--- config.mk ---
export PLATFORM = sky130hd
export DESIGN_NAME = fp_mul_pipe_hs
export DESIGN_NICKNAME = d
export VERILOG_FILES = /design/src/rtl/fp_mul_pipe_hs.sv
export SDC_FILE = /design/constraint.sdc
export NUM_CORES = 2
export LEC_CHECK = 0
export CAP_MARGIN = 20
export CORE_UTILIZATION = 40
export DETAILED_ROUTE_END_ITERATION = 7
export SYNTH_ARGS = -nofsm -noshare
export SYNTH_HDL_FRONTEND = slang
export SYNTH_SLANG_ARGS = --single-unit
--- constraint.sdc ---
create_clock -name clk -period 7.9 [get_ports clk]
set_clock_uncertainty 0.1 [all_clocks]
set_input_delay 0.79 -clock clk [delete_from_list [all_inputs] [get_ports clk]]
set_output_delay 0.79 -clock clk [all_outputs]
set_load 0.05 [all_outputs]
--- src/rtl/fp_mul_pipe_hs.sv ---
// Pipelined IEEE-754 multiplier with valid/ready backpressure, tag side-channel,
// round-to-nearest-even, DAZ/FTZ handling and per-result status flags.
module fp_mul_pipe_hs #(
  parameter  int EXP_W = 8,
  parameter  int MAN_W = 23,
  parameter  int TAG_W = 4,
  localparam int FW    = 1 + EXP_W + MAN_W
) (
  input  logic             clk,
  input  logic             rst,
  input  logic             in_valid,
  output logic             in_ready,
  input  logic [FW-1:0]    a_operand,
  input  logic [FW-1:0]    b_operand,
  input  logic [TAG_W-1:0] in_tag,
  output logic             out_valid,
  input  logic             out_ready,
  output logic [FW-1:0]    result,
  output logic [TAG_W-1:0] out_tag,
  output logic             invalid,
  output logic             overflow,
  output logic             underflow,
  output logic             inexact
);

  localparam int EW   = EXP_W + 2;
  localparam int PW   = 2 * MAN_W + 2;
  localparam int BIAS = (1 << (EXP_W - 1)) - 1;

  localparam logic signed [EW-1:0] E_BIAS = EW'(BIAS);
  localparam logic signed [EW-1:0] E_ONE  = EW'(1);
  localparam logic signed [EW-1:0] E_MAX  = EW'((1 << EXP_W) - 1);

  localparam logic [FW-1:0] QNAN = {1'b0, {EXP_W{1'b1}}, 1'b1, {(MAN_W-1){1'b0}}};

  typedef enum logic [1:0] {K_NUM, K_ZERO, K_INF, K_NAN} kind_t;

  logic en;
  assign en       = !out_valid || out_ready;
  assign in_ready = en;

  // Classify / unpack
  logic [EXP_W-1:0]       ea, eb;
  logic [MAN_W-1:0]       fa, fb;
  logic                   a_nan, a_inf, a_zero, b_nan, b_inf, b_zero;
  kind_t                  kind0;
  logic signed [EW-1:0]   esum0;

  always_comb begin
    ea     = a_operand[FW-2 -: EXP_W];
    eb     = b_operand[FW-2 -: EXP_W];
    fa     = a_operand[MAN_W-1:0];
    fb     = b_operand[MAN_W-1:0];
    a_nan  = (&ea) && (|fa);
    a_inf  = (&ea) && !(|fa);
    a_zero = !(|ea);
    b_nan  = (&eb) && (|fb);
    b_inf  = (&eb) && !(|fb);
    b_zero = !(|eb);
    kind0  = K_NUM;
    if (a_nan || b_nan || (a_inf && b_zero) || (b_inf && a_zero))
      kind0 = K_NAN;
    else if (a_inf || b_inf)
      kind0 = K_INF;
    else if (a_zero || b_zero)
      kind0 = K_ZERO;
    esum0 = $signed(EW'(ea)) + $signed(EW'(eb)) - E_BIAS;
  end

  logic                 s1_valid, s1_sign;
  logic [TAG_W-1:0]     s1_tag;
  kind_t                s1_kind;
  logic [MAN_W:0]       s1_ma, s1_mb;
  logic signed [EW-1:0] s1_exp;

  logic                 s2_valid, s2_sign;
  logic [TAG_W-1:0]     s2_tag;
  kind_t                s2_kind;
  logic [PW-1:0]        s2_prod;
  logic signed [EW-1:0] s2_exp;

  logic                 s3_valid, s3_sign, s3_g, s3_st;
  logic [TAG_W-1:0]     s3_tag;
  kind_t                s3_kind;
  logic [MAN_W-1:0]     s3_frac;
  logic signed [EW-1:0] s3_exp;

  // Normalise: put the leading one at the top of pn, split keep/guard/sticky
  logic [PW-2:0]        pn;
  logic signed [EW-1:0] e_n;
  logic [MAN_W-1:0]     frac_t;
  logic                 g_t, st_t;

  always_comb begin
    pn     = s2_prod[PW-1] ? s2_prod[PW-2:0] : {s2_prod[PW-3:0], 1'b0};
    e_n    = s2_prod[PW-1] ? s2_exp + E_ONE : s2_exp;
    frac_t = pn[PW-2 -: MAN_W];
    g_t    = pn[MAN_W];
    st_t   = |pn[MAN_W-1:0];
  end

  // Round-to-nearest-even and pack
  logic                 rup, carry;
  logic [MAN_W-1:0]     frac_r;
  logic signed [EW-1:0] e_r;
  logic                 too_big, too_small;
  logic [FW-1:0]        res_n;
  logic                 inv_n, ovf_n, unf_n, inx_n;

  always_comb begin
    rup             = s3_g && (s3_st || s3_frac[0]);
    {carry, frac_r} = {1'b0, s3_frac} + (MAN_W+1)'(rup);
    e_r             = carry ? s3_exp + E_ONE : s3_exp;
    too_big         = (e_r >= E_MAX);
    too_small       = e_r[EW-1] || (e_r == '0);
    res_n = '0;
    inv_n = 1'b0;
    ovf_n = 1'b0;
    unf_n = 1'b0;
    inx_n = 1'b0;
    case (s3_kind)
      K_NAN: begin
        res_n = QNAN;
        inv_n = 1'b1;
      end
      K_INF:  res_n = {s3_sign, {EXP_W{1'b1}}, {MAN_W{1'b0}}};
      K_ZERO: res_n = {s3_sign, {(FW-1){1'b0}}};
      default: begin
        if (too_big) begin
          res_n = {s3_sign, {EXP_W{1'b1}}, {MAN_W{1'b0}}};
          ovf_n = 1'b1;
          inx_n = 1'b1;
        end else if (too_small) begin
          res_n = {s3_sign, {(FW-1){1'b0}}};
          unf_n = 1'b1;
          inx_n = 1'b1;
        end else begin
          res_n = {s3_sign, e_r[EXP_W-1:0], frac_r};
          inx_n = s3_g || s3_st;
        end
      end
    endcase
  end

  always_ff @(posedge clk or negedge rst) begin
    if (!rst) begin
      s1_valid  <= 1'b0;
      s1_sign   <= 1'b0;
      s1_tag    <= '0;
      s1_kind   <= K_ZERO;
      s1_ma     <= '0;
      s1_mb     <= '0;
      s1_exp    <= '0;
      s2_valid  <= 1'b0;
      s2_sign   <= 1'b0;
      s2_tag    <= '0;
      s2_kind   <= K_ZERO;
      s2_prod   <= '0;
      s2_exp    <= '0;
      s3_valid  <= 1'b0;
      s3_sign   <= 1'b0;
      s3_g      <= 1'b0;
      s3_st     <= 1'b0;
      s3_tag    <= '0;
      s3_kind   <= K_ZERO;
      s3_frac   <= '0;
      s3_exp    <= '0;
      out_valid <= 1'b0;
      result    <= '0;
      out_tag   <= '0;
      invalid   <= 1'b0;
      overflow  <= 1'b0;
      underflow <= 1'b0;
      inexact   <= 1'b0;
    end else if (en) begin
      s1_valid  <= in_valid;
      s1_sign   <= a_operand[FW-1] ^ b_operand[FW-1];
      s1_tag    <= in_tag;
      s1_kind   <= kind0;
      s1_ma     <= {1'b1, fa};
      s1_mb     <= {1'b1, fb};
      s1_exp    <= esum0;

      s2_valid  <= s1_valid;
      s2_sign   <= s1_sign;
      s2_tag    <= s1_tag;
      s2_kind   <= s1_kind;
      s2_prod   <= PW'(s1_ma) * PW'(s1_mb);
      s2_exp    <= s1_exp;

      s3_valid  <= s2_valid;
      s3_sign   <= s2_sign;
      s3_tag    <= s2_tag;
      s3_kind   <= s2_kind;
      s3_frac   <= frac_t;
      s3_g      <= g_t;
      s3_st     <= st_t;
      s3_exp    <= e_n;

      out_valid <= s3_valid;
      result    <= res_n;
      out_tag   <= s3_tag;
      invalid   <= inv_n;
      overflow  <= ovf_n;
      underflow <= unf_n;
      inexact   <= inx_n;
    end
  end

endmodule

==> flow_summary.ini <==
[clock_tree]
ctsHoldBuffers = 0
clk_pin_slew_ns = 0.06
root_buffer = clkbuf_16
cts_num_sinks = 215
tritoncts = yes
cts_inserted_buffers = 26
post_cts_buffers = 0
clock_path_buffers = 3
insertion_delay_ns = 0.61
cts_resized = 0
htree_levels = 1

[finish]
final_cells = 4255
utilization_pct = 44.8
nets = 4034
drive_above_1_share_pct = 4.42
antennaDiodeCount = 0
area_growth_pct = 10.7

[logic_synthesis]
synth_area_sq_um = 28900
syn_inst = 3254
synthFlopType = dfrtp_1
syn_nets = 4002
yosys.area.top_type_share_pct = 33.4
synth_commonest_cells = 674 x nand2_1, 559 x inv_1, 483 x fa_1
synth_seq_cells = 215
yosysUniqueCellTypes = 67
synth_area_leaders = fa_1 33%, dfrtp_1 18%, nand2_1 8.7%
synth-async-reset-ratio_pct = 100
yosysMostFrequentCell = nand2_1
synth-edff-count = 0
syn_avg_cell_area_sq_um = 8.89
synth_area_leader_cell = fa_1
synth_warnings = 0
yosysSeqAreaShare_pct = 18.6

[global_route]
antenna_found_initial = 2
grt_pass1_vias = 22319
grt-ovfl-total = 0
grt_max_degree = 211
grt_pass1_wl_mm = 124
grt_use_total_pct = 21.3

[placed_design]
placed_cells = 4208
dp_hpwl_mm = 60.6
place_ws_ns = 0.607
io_buffers = 113
place.gp.congestion = 0.870

[floorplan]
fp.dieH_um = 271
coreArea_sq_um = 71500
core.rowCount = 98
die-area_sq_um = 73400
ios = 114
initial_utilization_pct = 40.5
die_w_um = 271

[sta]
rsz0062_at_grt = no
final_max_slew_viol_count = 0
slew_headroom_pct = 29.0
fmax_ghz = 0.135
worst_slew_pin_slew_ns = 1.06
setup_slack_ns = 0.479
setup_viol = 0
final.setup.tns_ns = 0
post-route-min-period_ns = 7.42
hold_viol_final = 0
fin_crit_sh_pct = 93.9

[worst_setup_path]
crit_buf_inv = 6
critPathMostFrequentCell = fa_1
startpoint = s1_mb[11]
crit_end = s2_prod[42]
r2r_slack_ns = 0.48
crit_fanout = 25
r2r_cells = 23
path_cells = nand2_1 > fa_1 > fa_1 > inv_1 > fa_1 > inv_1 > fa_1 > inv_1 > fa_1 > fa_1 > inv_1 > fa_1 > inv_1 > ha_1 > and3_1 > o211ai_1 > a2111oi_0 > o31ai_1 > buf_4 > a21oi_1 > a21boi_0 > xnor2_1 > a21oi_1
worst-path-stages = 23
end_kind = flip-flop
max_stage_delay_ns = 0.93
required_ns = 8.21
arrival_ns = 7.73
reg2reg_from = s1_mb[11]
critical_path.top_delay_family = adder cells
cp_slowest_cell = dfrtp_1
path_class = reg -> reg
reg2reg_to = s2_prod[42]
crit_path_start_kind = flip-flop

[detailed_routing]
first_iter_violations = 1378
detail_route.first_pass.iterations = 5
via_per_inst = 5.02
vias = 21378
drtAntennaViolNets = 0
drc_errors = 0
drt-wirelength-per-cell_um = 17.8
drt-total-wl_mm = 75.6

[flow_run]
max-cap-violations = 0

[run_status]
outcome = finished, final reports clean

[hold_path]
hp-class = in -> async
-- sequential cells by signal (all words and copies together) (netlist names), 2 cells and up --
register and count:
s1_kind 2, s3_kind 2, s2_exp 10, s3_frac 23
s1_tag 4, s3_tag 4, out_tag 4, s2_prod 48
s3_exp 10, s1_ma 24, s2_kind 2, s1_mb 23
s2_tag 4, s1_exp 10, result 32
-- worst reg2reg max path, stage by stage, from the launching register on --
cell and delay, ns:
dfrtp_1 0.93, nand2_1 0.17, fa_1 0.49, fa_1 0.55, inv_1 0.05, fa_1 0.49
inv_1 0.05, fa_1 0.53, inv_1 0.06, fa_1 0.46, fa_1 0.53, inv_1 0.06
fa_1 0.47, inv_1 0.04, ha_1 0.40, and3_1 0.21, o211ai_1 0.14, a2111oi_0 0.47
o31ai_1 0.16, buf_4 0.18, a21oi_1 0.27, a21boi_0 0.17, xnor2_1 0.18, a21oi_1 0.08
-- placed cells by master, fill, tap and decap left out, drive strengths merged, types with 12 or more instances in the layout --
master / instances
ha: 193
mux2i: 30
a21o: 30
dfrtp: 212
buf: 66
a21oi: 91
and3: 15
and2: 306
nor4: 22
xor2: 43
clkdlybuf4s50: 112
nor2: 81
nand2: 675
nand4: 23
nand3: 34
fa: 483
clkbuf: 36
a31oi: 12
o21ai: 101
inv: 559
xnor2: 41
nor3: 16
-- through the flow --
| step | cell area [sq um] | hold slack (ns) |
|---|---|---|
| CTS | 32000 | 0.222 |
| floorplan | 28900 | 0.330 |
| global placement | 31100 | 0.343 |
| global route | 32000 | 0.241 |
| detailed placement | 31100 | 0.348 |
| finish | 32000 | 0.170 |
-- worst min-delay path by stage --
stage	start	to	slack, ns
2_1_floorplan	s3_valid	s3_valid	0.33
3_3_place_gp	s2_kind[0]	s2_kind[0]	0.34
3_5_place_dp	s2_kind[0]	s2_kind[0]	0.35
4_1_cts	rst	s1_mb[20]	0.22
5_1_grt	rst	s3_tag[1]	0.24
6_report	rst	out_tag[1]	0.17
-- routing by layer --
metal	routed length, um	global-route usage [%]
met2	37500	36.6
met3	3310	2.33
met4	2150	5.99
met1	32600	28.3
met5	13	0
-- cell families after synthesis --
family	Yosys count	share of synthesized area, %
XOR/XNOR	84	2.57
AO/OA/AOI/OAI	300	6.52
multiplexers	31	1.08
adder cells (fa/ha/maj)	676	41.8
AND/OR/NAND/NOR	1215	19.8
buffers and inverters	733	9.62
flip-flops	215	18.6
-- area by class of cell --
class	count	area, sq um
clock inverter	11	184
fill	7013	39500
multi-input combinational	2306	20800
tap	950	1190
timing repair buffer	178	1650
sequential	215	5380
clock buffer	36	738
inverter	559	2100
Power is left out: the tool's default activity adds up to more than one toggle a clock period on the data nets, which glitch-free logic cannot reach.
